[src/rtl/uart_pkg.sv]
// Shared UART type and sizing definitions for the RX/TX buffering blocks.
package uart_pkg;

  localparam int unsigned UART_DATA_WIDTH = 8;
  localparam int unsigned UART_ERR_WIDTH  = 2;

  typedef struct packed {
    logic [UART_ERR_WIDTH-1:0]  err;
    logic [UART_DATA_WIDTH-1:0] data;
  } uart_rx_entry_t;

  // Bits needed to hold an occupancy of 0..depth inclusive.
  function automatic int unsigned count_width(input int unsigned depth);
    return $clog2(depth + 1);
  endfunction

endpackage

[src/rtl/uart_sync_fifo.sv]
// Generic first-word-fall-through synchronous FIFO with an explicit occupancy count.
module uart_sync_fifo
  import uart_pkg::*;
#(
  parameter int unsigned WIDTH = UART_ERR_WIDTH + UART_DATA_WIDTH,
  parameter int unsigned DEPTH = 16,
  localparam int unsigned AW = $clog2(DEPTH),
  localparam int unsigned CW = count_width(DEPTH)
) (
  input  logic             clk,
  input  logic             rst,
  input  logic [WIDTH-1:0] wr_data,
  input  logic             wr_en,
  output logic [WIDTH-1:0] rd_data,
  output logic             rd_valid,
  input  logic             rd_ready,
  output logic [CW-1:0]    count,
  output logic             empty,
  output logic             full,
  output logic             push,
  output logic             pop,
  output logic             drop
);

  logic [WIDTH-1:0] mem [DEPTH];
  logic [AW-1:0]    wr_ptr;
  logic [AW-1:0]    rd_ptr;

  assign empty    = (count == '0);
  assign full     = (count == CW'(DEPTH));
  assign rd_valid = !empty;
  assign pop      = rd_valid && rd_ready;
  // A pop in the same cycle frees the slot, so a full FIFO still accepts.
  assign push     = wr_en && (!full || pop);
  assign drop     = wr_en && full && !pop;
  assign rd_data  = empty ? '0 : mem[rd_ptr];

  always_ff @(posedge clk) begin
    if (rst) begin
      wr_ptr <= '0;
      rd_ptr <= '0;
      count  <= '0;
    end else begin
      if (push) wr_ptr <= wr_ptr + AW'(1);
      if (pop)  rd_ptr <= rd_ptr + AW'(1);
      unique case ({push, pop})
        2'b10:   count <= count + CW'(1);
        2'b01:   count <= count - CW'(1);
        default: count <= count;
      endcase
    end
  end

  always_ff @(posedge clk) begin
    if (!rst && push) mem[wr_ptr] <= wr_data;
  end

endmodule

[src/rtl/uart_rx_fifo.sv]
// Receive buffer behind uart_rx: FWFT FIFO plus overrun, almost-full and character timeout.
module uart_rx_fifo
  import uart_pkg::*;
#(
  parameter int unsigned DATA_WIDTH   = UART_DATA_WIDTH,
  parameter int unsigned ERR_WIDTH    = UART_ERR_WIDTH,
  parameter int unsigned DEPTH        = 16,
  parameter int unsigned AFULL_LEVEL  = 12,
  parameter int unsigned TIMEOUT_CLKS = 8680,
  localparam int unsigned CW = count_width(DEPTH)
) (
  input  logic                  i_clk,
  input  logic                  i_rst,
  input  logic [DATA_WIDTH-1:0] i_rx_data,
  input  logic [ERR_WIDTH-1:0]  i_rx_error,
  input  logic                  i_rx_valid,
  output logic [DATA_WIDTH-1:0] o_dout,
  output logic [ERR_WIDTH-1:0]  o_err,
  output logic                  o_valid,
  input  logic                  i_ready,
  output logic [CW-1:0]         o_count,
  output logic                  o_empty,
  output logic                  o_full,
  output logic                  o_afull,
  output logic                  o_overrun,
  input  logic                  i_clr_overrun,
  output logic                  o_timeout
);

  localparam int unsigned EW = ERR_WIDTH + DATA_WIDTH;
  localparam int unsigned TW = $clog2(TIMEOUT_CLKS + 1);

  if (DEPTH < 2 || (DEPTH & (DEPTH - 1)) != 0) begin : g_depth_check
    $error("uart_rx_fifo: DEPTH must be a power of two and at least 2");
  end
  if (AFULL_LEVEL < 1 || AFULL_LEVEL > DEPTH) begin : g_afull_check
    $error("uart_rx_fifo: AFULL_LEVEL must lie in 1..DEPTH");
  end

  logic [EW-1:0] head;
  logic          push;
  logic          pop;
  logic          drop;
  logic [TW-1:0] idle;

  uart_sync_fifo #(
    .WIDTH (EW),
    .DEPTH (DEPTH)
  ) u_fifo (
    .clk      (i_clk),
    .rst      (i_rst),
    .wr_data  ({i_rx_error, i_rx_data}),
    .wr_en    (i_rx_valid),
    .rd_data  (head),
    .rd_valid (o_valid),
    .rd_ready (i_ready),
    .count    (o_count),
    .empty    (o_empty),
    .full     (o_full),
    .push     (push),
    .pop      (pop),
    .drop     (drop)
  );

  assign o_dout    = head[DATA_WIDTH-1:0];
  assign o_err     = head[EW-1:DATA_WIDTH];
  assign o_afull   = (o_count >= CW'(AFULL_LEVEL));
  assign o_timeout = (idle == TW'(TIMEOUT_CLKS)) && !o_empty;

  always_ff @(posedge i_clk) begin
    if (i_rst) begin
      o_overrun <= 1'b0;
      idle      <= '0;
    end else begin
      // A drop in the same cycle as a clear must leave the flag set.
      if (drop)               o_overrun <= 1'b1;
      else if (i_clr_overrun) o_overrun <= 1'b0;

      if (push || pop || o_empty)            idle <= '0;
      else if (idle != TW'(TIMEOUT_CLKS))    idle <= idle + TW'(1);
    end
  end

endmodule

[config.mk]
export PLATFORM = sky130hd
export DESIGN_NAME = uart_rx_fifo
export DESIGN_NICKNAME = d
export VERILOG_FILES = /design/src/rtl/uart_pkg.sv /design/src/rtl/uart_sync_fifo.sv /design/src/rtl/uart_rx_fifo.sv
export SDC_FILE = /design/constraint.sdc
export NUM_CORES = 1
export LEC_CHECK = 0
export BUFFER_PORTS_ARGS = -buffer_cell sky130_fd_sc_hd__buf_2
export CAP_MARGIN = 5
export CORE_MARGIN = 10
export CORE_UTILIZATION = 40
export CTS_BUF_LIST = sky130_fd_sc_hd__clkbuf_16
export CTS_CLUSTER_DIAMETER = 80
export DETAILED_ROUTE_END_ITERATION = 12
export PLACE_DENSITY = 0.55
export SLEW_MARGIN = 20
export SYNTH_ARGS = -nofsm -noshare
export SYNTH_HDL_FRONTEND = slang
export SYNTH_SLANG_ARGS = --single-unit
[constraint.sdc]
create_clock -name i_clk -period 4.1 [get_ports i_clk]
set_input_delay 0.41 -clock i_clk [delete_from_list [all_inputs] [get_ports i_clk]]
set_output_delay 0.41 -clock i_clk [all_outputs]
set_load 0.005 [all_outputs]
==> results by group <==
Outcome
  • Outcome: complete, no violations

CTS
  • Sink Count: 192
  • Number of CTS-inserted buffers: 17
  • Clock buffer depth: 2
  • CTS tree: built
  • # resized after CTS: 0
  • Clock slew at reported path FFs: 0.06 ns
  • Hold_buf cts: 0
  • Htree depth: 4
  • Total setup buffers inserted after CTS: 0
  • Clock root cell: clkbuf_16
  • Worst-Skew Late Latency: 0.44 ns

Final layout
  • Layout cells sized above 1: 25.0%
  • Layout Area Growth over Synthesis: 13.8%
  • Multi-input combinational cell area: 2270 um^2
  • Fin cells: 791
  • Reg area: 5450 um^2
  • Nets: 540
  • Fillers: 1682

Routing
  • DRC: 0
  • Routed len/inst: 20.3 um
  • Vias: 4107
  • First-pass DRT Iterations: 4
  • ANT nets after route: 0
  • Via density: 5.19
  • DRT iter0 DRCs: 339
  • Total wire length: 16100 um

Critical path
  • Crit Path Class: flop to flop
  • CP Data Required Time: 4.42 ns
  • CP Max Fanout: 12
  • Crit path capture type: flop
  • Crit path launch type: flop
  • Arrival @ worst endpoint: 3.59 ns

Synth
  • Synth cell types: 47
  • Flops & latches, synth: 192
  • Async SR Flop Fraction: 0%
  • Post-synthesis sequential area ratio: 69.0%
  • Syn avg cell area: 16.9 um^2
  • EDFF count, synth: 160
  • Mapped Area: 7900 um^2
  • Largest area contributor in the netlist: edfxtp_1
  • Area share of the largest cell type after synthesis: 60.8%
  • Synth Net Count: 495
  • Yosys warns: 0
  • Gate Count Post-Synth: 468
  • Synth top area cells: edfxtp_1 61%, mux4_2 11%, dfxtp_1 8.1%
  • Main flop type after synthesis: edfxtp_1

GRT
  • GRT Overall Usage: 12.8%
  • Number of global-route vias before repair: 4186
  • Global route total overflow: 0
  • Initial antenna violation count: 2
  • First-pass GRT wire length: 24900 um
  • Pin count of the biggest net entering global routing: 27

Place
  • Port Buffers: 35
  • Dpl cells: 759
  • GPL Wtd Cong: 0.769
  • HPWL after DPL: 10500 um

Floorplanning
  • Core Region: 19500 um^2
  • IO Count: 36
  • Die height: 161 um
  • Initial Utilization: 40.6%
  • Chip Width: 161 um
  • Cell Rows: 51
  • Die footprint: 25800 um^2

STA
  • Tcrit/Tclk final: 79.7%
  • Final hold violations: 0
  • Slew headroom: 35.3%
  • WHS: 0.237 ns
  • RSZ-0062 raised after global routing: false
  • Fmax: 306 MHz
  • Slew at the pin with the worst max-slew slack: 0.970 ns
  • Final setup violating endpoints: 0
  • Tmin final: 3.27 ns
  • Total negative setup slack: 0 ns
  • Final Skew: 0.0162 ns
  • Final slew viol count: 0

Power and ir drop
  • Pwr Density: 553 nW/um^2
  • Max VDD drop: 0.313 mV
  • P_leak: 2.92 nW

Hold path
  • Hold/Removal Path Class: input pin to flop

Run
  • Max-Cap Viols: 0
## stage by stage
stage          area [um^2]  power, mW  utilization [%]  worst slack, ns
3_5_place_dp          8400       3.39             43.2            0.844
6_report              8990       4.97             46.2            0.831
4_1_cts               8990       5.04             46.2            0.838
3_3_place_gp          8400       3.37             43.2            0.910
2_1_floorplan         7900       3.04                -            0.875
5_1_grt               8990       5.21             46.2            0.624
## worst paths after layout
| check | startpoint | end | slack (ns) | cells past startpoint |
|---|---|---|---|---|
| worst min register to register | o_overrun | o_overrun | 0.47 | 2 |
| worst max-delay path | u_fifo.count[1] | u_fifo.count[4] | 0.83 | 10 |
| worst min-delay path | i_clr_overrun | o_overrun | 0.24 | 3 |
| worst max register to register | u_fifo.count[1] | u_fifo.count[4] | 0.83 | 10 |
## area by class of cell
class	count	area share, %
multi-input combinational	239	25.3
antenna	1	0.0278
sequential	192	60.6
clock inverter	14	1.80
timing repair buffer	52	3.37
tap	265	3.69
clock buffer	17	4.73
inverter	11	0.459
## cells in the mapped netlist (all sizes together) (4+ instances only)
library cell and instances:
edfxtp 160, xor2 8, dfxtp 32, nand4 4
buf 17, inv 11, nand2b 4, a211oi 20
mux2i 15, nor2 36, nand3b 4, nand2 15
nor2b 13, mux4 40, ha 12, clkbuf 9
o21ai 4, a21oi 9, nor4 4, nand3 6
and3 6, xnor2 8, or3 4
## power by group
part	switching, mW	leakage [nW]	internal [mW]	total [mW]
clock	0.708	0.289	0.955	1.66
sequential	0.0750	1.70	2.17	2.25
combinational	0.581	0.931	0.479	1.06
total	1.36	2.92	3.61	4.97
## sequential cells by signal, indices dropped and copies added, names as in the netlist, named ones only
signal,cells
u_fifo.rd_ptr,4
u_fifo.wr_ptr,4
idle,14
o_overrun,1
u_fifo.mem,160
u_fifo.count,5
## cells by family (layout without fill, tap and decap cells)
group | count (synthesis) | count (layout) | share of synthesized area, %
adders and majority gates | 12 | 12 | 1.90
other | 0 | 1 | 0
AOI/OAI and AO/OA | 42 | 42 | 3.76
buffers and inverters | 37 | 94 | 2.23
xor gates and xnor gates | 16 | 16 | 1.77
and+or+nand+nor | 112 | 112 | 7.78
DFF | 192 | 192 | 69.0
muxes | 57 | 57 | 13.6
## per-layer routing
layer | vias to the layer above | wire length, um | track usage [%]
li1 | 1922 | - | -
met1 | 2101 | 6950 | 15.8
met2 | 64 | 8170 | 21.4
met3 | 18 | 682 | 3.35
met4 | 2 | 249 | 4.63
met5 | - | 19 | 0
## cells in the final DEF, fill, tap and decap left out, drive strengths merged, types with 2 or more instances in the layout
cell / n
edfxtp: 160
clkbuf: 17
or3b: 3
nand4: 4
nor4: 4
nand2: 15
a21oi: 9
mux2i: 15
nand4b: 3
nor3b: 2
inv: 16
nor3: 2
mux4: 40
nand2b: 4
xnor2: 8
dfxtp: 32
a211oi: 20
o21ai: 4
bufinv: 3
ha: 12
clkinv: 5
nand3: 6
mux2: 2
nand3b: 4
or3: 4
xor2: 8
o211ai: 3
nor2b: 13
and3: 6
buf: 52
nor2: 36
## critical path, stage by stage (launching register included)
cell      delay, ns
dfxtp_1        0.39
or4_4          0.60
o31a_1         0.41
inv_1          0.16
ha_1           0.38
xor2_1         0.18
ha_1           0.21
a21oi_1        0.09
o221ai_1       0.27
mux2i_1        0.12
a2111o_1       0.34
Power figures use the tool's default switching activity.
